--- config.mk ---
export PLATFORM = sky130hd
export DESIGN_NAME = imem_loader
export DESIGN_NICKNAME = d
export VERILOG_FILES = /design/src/rtl/imem_pkg.sv /design/src/rtl/imem_loader_byte_packer.sv /design/src/rtl/imem_loader.sv
export SDC_FILE = /design/constraint.sdc
export NUM_CORES = 1
export LEC_CHECK = 0
export BUFFER_PORTS_ARGS = -buffer_cell sky130_fd_sc_hd__buf_2
export CAP_MARGIN = 25
export CORE_MARGIN = 4
export CORE_UTILIZATION = 50
export DETAILED_ROUTE_END_ITERATION = 8
export PLACE_DENSITY = 0.73
export SLEW_MARGIN = 10
export SYNTH_ARGS = -nofsm -noshare
export SYNTH_HDL_FRONTEND = slang
export SYNTH_HIERARCHICAL = 1
export SYNTH_SLANG_ARGS = --single-unit
--- constraint.sdc ---
create_clock -name clk -period 6.4 [get_ports clk]
set_input_delay 0 -clock clk [delete_from_list [all_inputs] [get_ports clk]]
set_output_delay 0 -clock clk [all_outputs]
set_load 0.01 [all_outputs]
--- src/rtl/imem_pkg.sv ---
// Shared types and constants for the instruction-memory boot loader.
package imem_pkg;

  localparam int unsigned DEPTH_DEF = 64;
  localparam int unsigned ADDR_W    = $clog2(DEPTH_DEF);
  localparam int unsigned BYTE_W    = 8;

  typedef enum logic [2:0] {
    IDLE,
    HDR,
    DATA,
    CHK,
    DONE,
    ERR
  } state_e;

endpackage

--- src/rtl/imem_loader_byte_packer.sv ---
// Byte-to-word packer: little-endian lane assembly plus running XOR checksum.
module byte_packer
  import imem_pkg::*;
(
  input  logic                clk,
  input  logic                rst,
  input  logic                clr,
  input  logic                in_valid,
  input  logic [BYTE_W-1:0]   in_data,
  output logic                word_valid,
  output logic [4*BYTE_W-1:0] word,
  output logic [BYTE_W-1:0]   acc
);

  logic [1:0]             lane_q;
  logic [BYTE_W-1:0]      lane0_q, lane1_q, lane2_q;
  logic [BYTE_W-1:0]      acc_q;

  // Lane 3 is never stored: the word is presented combinationally with the live byte.
  assign word_valid = in_valid && (lane_q == 2'd3);
  assign word       = {in_data, lane2_q, lane1_q, lane0_q};
  assign acc        = acc_q;

  // Lane counter, lane storage and checksum accumulator.
  always_ff @(posedge clk) begin
    if (rst || clr) begin
      lane_q  <= '0;
      lane0_q <= '0;
      lane1_q <= '0;
      lane2_q <= '0;
      acc_q   <= '0;
    end else if (in_valid) begin
      acc_q  <= acc_q ^ in_data;
      lane_q <= lane_q + 2'd1;
      case (lane_q)
        2'd0:    lane0_q <= in_data;
        2'd1:    lane1_q <= in_data;
        2'd2:    lane2_q <= in_data;
        default: ;
      endcase
    end
  end

endmodule

--- src/rtl/imem_loader.sv ---
// Boot loader: receives a framed byte stream, writes packed words into the
// instruction memory and releases the core only after a good checksum.
module imem_loader
  import imem_pkg::*;
#(
  parameter int unsigned WIDTH = 32,
  parameter int unsigned DEPTH = DEPTH_DEF
) (
  input  logic              clk,
  input  logic              rst,
  input  logic              start,
  input  logic              byte_valid,
  input  logic [7:0]        byte_data,
  output logic              byte_ready,
  output logic              we,
  output logic [WIDTH-1:0]  waddr,
  output logic [WIDTH-1:0]  wdata,
  output logic              busy,
  output logic              done,
  output logic              error,
  output logic              cpu_hold
);

  localparam int unsigned CNT_W = $clog2(DEPTH + 1);

  state_e             state_q, state_d;
  logic [CNT_W-1:0]   n_q, n_d;
  logic [CNT_W-1:0]   widx_q, widx_d;
  logic               we_q;
  logic [WIDTH-1:0]   waddr_q, wdata_q;

  logic               xfer;
  logic               pk_clr, pk_valid, pk_word_valid;
  logic [31:0]        pk_word;
  logic [7:0]         pk_acc;

  byte_packer u_packer (
    .clk        (clk),
    .rst        (rst),
    .clr        (pk_clr),
    .in_valid   (pk_valid),
    .in_data    (byte_data),
    .word_valid (pk_word_valid),
    .word       (pk_word),
    .acc        (pk_acc)
  );

  // State, frame length and word counter registers.
  always_ff @(posedge clk) begin
    if (rst) begin
      state_q <= IDLE;
      n_q     <= '0;
      widx_q  <= '0;
    end else begin
      state_q <= state_d;
      n_q     <= n_d;
      widx_q  <= widx_d;
    end
  end

  // Next-state logic, handshake and packer control.
  always_comb begin
    state_d    = state_q;
    n_d        = n_q;
    widx_d     = widx_q;
    pk_clr     = 1'b0;
    pk_valid   = 1'b0;
    byte_ready = state_q inside {HDR, DATA, CHK};
    xfer       = byte_valid && byte_ready;
    case (state_q)
      IDLE, DONE, ERR: begin
        if (start) state_d = HDR;
      end
      HDR: begin
        if (xfer) begin
          if ((byte_data == '0) || (32'(byte_data) > 32'(DEPTH))) begin
            state_d = ERR;
          end else begin
            n_d     = CNT_W'(byte_data);
            widx_d  = '0;
            pk_clr  = 1'b1;
            state_d = DATA;
          end
        end
      end
      DATA: begin
        if (xfer) begin
          pk_valid = 1'b1;
          if (pk_word_valid) begin
            widx_d = widx_q + CNT_W'(1);
            if (widx_q == n_q - CNT_W'(1)) state_d = CHK;
          end
        end
      end
      CHK: begin
        if (xfer) state_d = (byte_data == pk_acc) ? DONE : ERR;
      end
      default: state_d = IDLE;
    endcase
  end

  // Registered write port; address and data hold until the next write.
  always_ff @(posedge clk) begin
    if (rst) begin
      we_q    <= 1'b0;
      waddr_q <= '0;
      wdata_q <= '0;
    end else begin
      we_q <= pk_valid && pk_word_valid;
      if (pk_valid && pk_word_valid) begin
        waddr_q <= WIDTH'(widx_q);
        wdata_q <= WIDTH'(pk_word);
      end
    end
  end

  assign we       = we_q;
  assign waddr    = waddr_q;
  assign wdata    = wdata_q;
  assign busy     = byte_ready;
  assign done     = (state_q == DONE);
  assign error    = (state_q == ERR);
  assign cpu_hold = (state_q != DONE);

endmodule

## Word-level counts from Yosys, hierarchy flattened

Index checks and enable logic that the tools add are counted.

| storage, ports and cells | value |
|---|---|
| flip-flop bits (word level) | 91 |
| bits in latches | 0 |
| bits in writable memories | 0 |
| memory bits (read-only) | 0 |
| bits of input ports | 12 |
| output and inout bits | 70 |
| logic and storage cells | 71 |
| memories | 0 |

| operators by class | value |
|---|---|
| add/sub/neg operators | 3 |
| $mul | 0 |
| div/mod/pow operators | 0 |
| magnitude comparators | 1 |
| equality and inequality tests | 18 |
| shift operators | 0 |
| muxes and demuxes | 19 |
| bitwise logic cells | 2 |
| reductions and logical operators | 17 |

Operators by type and width:

| cell | number |
|---|---|
| $mux 7 | 4 |
| $mux 3 | 7 |
| $pmux 7 s2 | 1 |
| $ne 2x2->1 const B | 6 |
| $pmux 3 s4 | 1 |
| $eq 8x8->1 | 1 |
| $gt 8x7->1 const B | 1 |
| $logic_not 8->1 | 1 |
| $xor 8x8->8 | 1 |
| $add 7x1->7 const B | 1 |
| $eq 7x7->1 | 1 |
| $sub 7x1->7 const B | 1 |
| $eq 3x2->1 const B | 2 |
| $eq 3x3->1 const B | 2 |
| $mux 1 | 6 |
| $reduce_and 2->1 | 3 |
| $reduce_and 6->1 | 1 |
| $reduce_and 5->1 | 1 |
| $eq 2x2->1 const B | 2 |
| $eq 3x1->1 const B | 1 |
| $logic_and 1x1->1 | 3 |
| $logic_not 3->1 | 1 |
| $ne 3x3->1 const B | 1 |
| $reduce_and 3->1 | 1 |
| 9 further kinds | 10 |

## Longest topological paths before layout

| depth | value |
|---|---|
| depth in word-level cells | 9 |
| gate-level depth with buffers | 11 |
| mapped depth without buffers | 7 |

## Cells and area by module

Netlist, hierarchy kept.

By module, submodules not included:

| module | instances | cells each | area an instance (um^2) | sequential area each (um^2) |
|---|---|---|---|---|
| imem_loader | 1 | 342 | 2748.9 | 1141.1 |
| byte_packer | 1 | 167 | 1612.8 | 680.7 |

## Worst setup path after synthesis

OpenSTA, ideal clock, no wires.

| path | value |
|---|---|
| kind | register -> register |
| start | register state_q[1] |
| end | register waddr_q[3] (netlist: waddr[3]) |
| setup time | 0.070 ns |
| arrival time | 2.279 ns |
| required time | 6.330 ns |
| path slack | 4.050 ns |
| stages on the path, launching flop included | 12 |
| buffers on the path | 5 |
| period minus slack after synthesis | 2.350 ns |
| cell sequence | dfxtp_1 > buf_2 > nor3b_1 > and2_1 > buf_4 > buf_2 > and2_1 > and3_1 > clkbuf_1 > clkbuf_1 > nand2_1 > a21oi_1 |

| between the ends | value |
|---|---|
| longest elaborated chain between the ends | 7 |
| elaborated cells between the ends (all ways) | 9 |
| those cells by class | eq/ne: 3; mux: 2; reduce/logical: 4 |

Ends and longest elaborated chain:

| what | line | source |
|---|---|---|
| start: declaration | imem_loader.sv:26 | `state_e state_q, state_d;` |
| start signal: assignment | imem_loader.sv:55 | `state_q <= state_d;` |
| $eq 3x1->1 (tied with other cells) | imem_loader.sv:68 | `byte_ready = state_q inside {HDR, DATA, CHK};` |
| $reduce_bool 3->1 | imem_loader.sv:68 |  |
| $logic_and 1x1->1 | imem_loader.sv:69 | `xfer = byte_valid && byte_ready;` |
| $mux 1 | imem_loader.sv:87 | `if (xfer) begin` |
| $mux 1 * | imem_loader.sv:70 | `case (state_q)` |
| net pk_valid | imem_loader.sv:33 | `logic pk_clr, pk_valid, pk_word_valid;` |
| $logic_and 1x1->1 * | imem_loader_byte_packer.sv:20 | `assign word_valid = in_valid && (lane_q == 2'd3);` |
| net pk_word_valid | imem_loader.sv:33 |  |
| $logic_and 1x1->1 * | imem_loader.sv:110 | `if (pk_valid && pk_word_valid) begin` |
| end signal: assignment | imem_loader.sv:111 | `waddr_q <= WIDTH'(widx_q);` |
| end: declaration | imem_loader.sv:30 | `logic [WIDTH-1:0] waddr_q, wdata_q;` |

Mark *: on every way through the listed nets, which the timed path passes. The rest lies on a longest branch.
A chain may end at the register's enable or synchronous reset.

## Final worst setup path

| path | value |
|---|---|
| start | register state_q[1] |
| end | register widx_q[4] |

| between the ends | value |
|---|---|
| longest elaborated chain between the ends | 8 |
| elaborated cells between the ends (all ways) | 15 |
| those cells by class | eq/ne: 7; mux: 3; reduce/logical: 5 |

Ends and longest elaborated chain:

| what | line | source |
|---|---|---|
| $eq 3x1->1 (tied with other cells) | imem_loader.sv:68 |  |
| $reduce_bool 3->1 | imem_loader.sv:68 |  |
| $logic_and 1x1->1 | imem_loader.sv:69 |  |
| $mux 1 | imem_loader.sv:87 |  |
| $mux 1 * | imem_loader.sv:70 |  |
| net pk_valid | imem_loader.sv:33 |  |
| $logic_and 1x1->1 * | imem_loader_byte_packer.sv:20 |  |
| net pk_word_valid | imem_loader.sv:33 |  |
| $ne 2x2->1 (no line) * | - |  |
| $reduce_and 5->1 (no line) * | - |  |
| end signal: assignment | imem_loader.sv:57 | `widx_q <= widx_d;` |
| end: declaration | imem_loader.sv:28 | `logic [CNT_W-1:0] widx_q, widx_d;` |

Marks and branches as above.

==> metrics.txt <==
outcome=completed; Syn-to-layout area delta=8.92%; Die Footprint=10300 sq um; Tcrit/Tclk final=51.1%; CTS HTree Levels=3; post-synth cell types=45; crit path time final=3.27 ns; first-pass GRT wire length=15.4 mm; fillers=766; antenna fix cells=0; Post-Syn Instances=509; fmax=0.305 GHz; TritonCTS clock tree=built; via density per instance=5.32; Residual DRC=0; chip height=101 microns; Final Skew=0.00642 ns; Worst setup SP type=flip-flop; Worst-Skew Late Latency=0.36 ns; Slew Limit Fails=0; Post-Route Utilization=57.0%; Clock transition at path regs=0.09 ns; clock tree buffer depth=2; layout cell share with drive strength beyond 1=20.5%; grt ovf=0; TritonRoute pass-1 iters=4; Total Negative Setup Slacks=0 ns; dominant synthesized flop cell=dfxtp_1; Seq cells post-synth=91; MaxCap Viol Count=0; EDFF count, synth=0; Placeable Area=8340 sq um; endpoints failing setup=0; Layout Nets=555; CTS root buffer=clkbuf_8; Ys Warns=6; Die X=101 microns; post-synth top area cell=dfxtp_1; antenna-violating nets left=0; Cell Area, Synth=4360 sq um; I/O Buffers=56; final number of hold-violating endpoints=0; Worst-Margin Slew=0.941 ns; Overall Power=1.09 mW; top cell type's share of synthesized area=41.8%; Worst EP required=6.65 ns; WL/cell=14.3 microns; unrepaired setup endpoints after global routing=no; DRT Wirelength=9.27 mm; clock sink count=91; post-CTS setup buffers=0; CP max FO=54; worst relative slew slack=37.3%; vias in the first global route=3236; io pins=82; Multi-input gate area=2150 sq um; static leakage=1.89 nW; critical path arrival=3.52 ns; Cell Pwr Density=230 nW/um^2; peak supply drop=110 uV; initial antenna violation count=0; CP endpoint kind=flip-flop; hpwl dp=6.13 mm; largest net degree at the start of global routing=69; CP Class=reg -> reg; 1st-iter DRT viols=150; worst min path class=in -> reg; synthesized area per cell=8.57 sq um; routability cong.=0.864; via count=3442; gr usage total=18.7%; initial cell density of the core=52.3%; register area share after synthesis=41.8%; top post-synthesis cells by area=dfxtp_1, a21oi_1, nand2_1; TritonCTS Buffers=9; FP Rows=33; FF/Latch Area=1820 sq um; asr flop ratio synth=0%
==> path summary, 6_finish.rpt <==
| path | from | to | depth (start not counted) | slack, ns |
|---|---|---|---|---|
| setup / recovery | state_q[1]$_SDFFE_PP0P_ | widx_q[4]$_SDFFE_PP0P_ | 9 | 3.13 |
| hold / removal | byte_data[3] | wdata[27]$_SDFFE_PP0P_ | 3 | 0.01 |
| setup reg to reg | state_q[1]$_SDFFE_PP0P_ | widx_q[4]$_SDFFE_PP0P_ | 9 | 3.13 |
| hold reg to reg | waddr[1]$_SDFFE_PP0P_ | waddr[1]$_SDFFE_PP0P_ | 2 | 0.45 |
==> critical path: stages, from the launching register on <==
cell and delay [ns]:
dfxtp_1 0.54, nor3b_1 0.36, and2_2 0.39, buf_12 0.27
and2_1 0.20, and3_1 0.58, buf_4 0.40, nand4_1 0.16
xor2_1 0.18, nor2_1 0.06
==> report_power, final <==
part | switching (mW) | leakage [nW] | internal, mW
clock network | 0.210 | 0.115 | 0.235
registers | 0.00506 | 0.733 | 0.569
logic | 0.0479 | 1.04 | 0.0251
==> metrics by stage <==
step	hold slack, ns	cells	worst slack (ns)	area, sq um
floorplan	0.145	533	4.05	4450
global placement	0.356	625	2.98	4430
detailed placement	0.362	626	2.79	4460
CTS	0.000603	646	2.72	4730
global route	0.0122	647	2.79	4750
finish	0.0140	647	3.13	4750
==> placed cells by master, fill, tap and decap left out, types with 3 or more instances in the layout <==
master         instances
dfxtp_1               91
nand2_1               86
a21oi_1               74
buf_2                 56
a21bo_2               27
nand3_1               26
conb_1                25
nor2_1                21
xor2_1                17
clkbuf_8              10
mux2i_1                8
nand3b_1               8
inv_1                  7
nand4_1                6
ha_1                   6
nor3_1                 5
xnor2_1                5
a21bo_1                5
and3_1                 4
nor3b_1                4
o21ai_0                4
dlygate4sd3_1          4
nor2b_1                3
or3_1                  3
nand4b_1               3
==> timing repair <==
action,CTS,global route
resized for setup,0,0
hold buffers,4,0
hold endpoints to repair,5,0
==> state kept, by name (all words and copies together) (netlist names) <==
name	count
wdata	32
waddr	7
state_q	3
u_packer/lane1_q	8
u_packer/acc	8
widx_q	7
u_packer/lane_q	2
we	1
u_packer/lane0_q	8
u_packer/lane2_q	8
n_q	7
==> synthesized netlist by cell type, types with 4 or more instances <==
library cell and n:
nor3b_1 4, buf_2 12, buf_6 4, xor2_1 17
nand3_1 26, nand2_1 86, a21bo_2 27, a21oi_1 74
buf_4 37, a21bo_1 5, o21ai_0 4, nor2_1 21
ha_1 6, nor3_1 5, xnor2_1 5, and3_1 4
clkbuf_1 18, mux2i_1 8, nand3b_1 8, inv_1 7
dfxtp_1 91, nand4_1 6
==> routing by layer <==
layer | track usage [%] | up-vias | wire length [microns]
met1 | 24.3 | 1618 | 4060
met3 | 2.62 | 12 | 503
met4 | 8.49 | 0 | 172
met5 | 0 | - | 0
li1 | - | 1715 | -
met2 | 30.9 | 97 | 4530
==> cell type report <==
type	count	share of cell area, %
multi-input combinational	364	45.4
sequential	91	38.3
timing repair buffer	64	8.06
clock buffer	10	2.90
tap	105	2.77
clock inverter	6	2.03
inverter	7	0.553
==> cell families (layout without fill, tap and decap cells) <==
family          Yosys count  after routing  share of synthesized area, %
compound gates          123            123                          19.2
xor+xnor                 23             23                          4.93
fa+ha+maj                 6              6                          1.72
buf+inv                  78             87                          10.9
flops                    91             91                          41.8
mux                       9              9                          2.09
other cells               1             25                        0.0860
simple gates            178            178                          19.2
No activity file was read; power rests on OpenSTA's default activity.
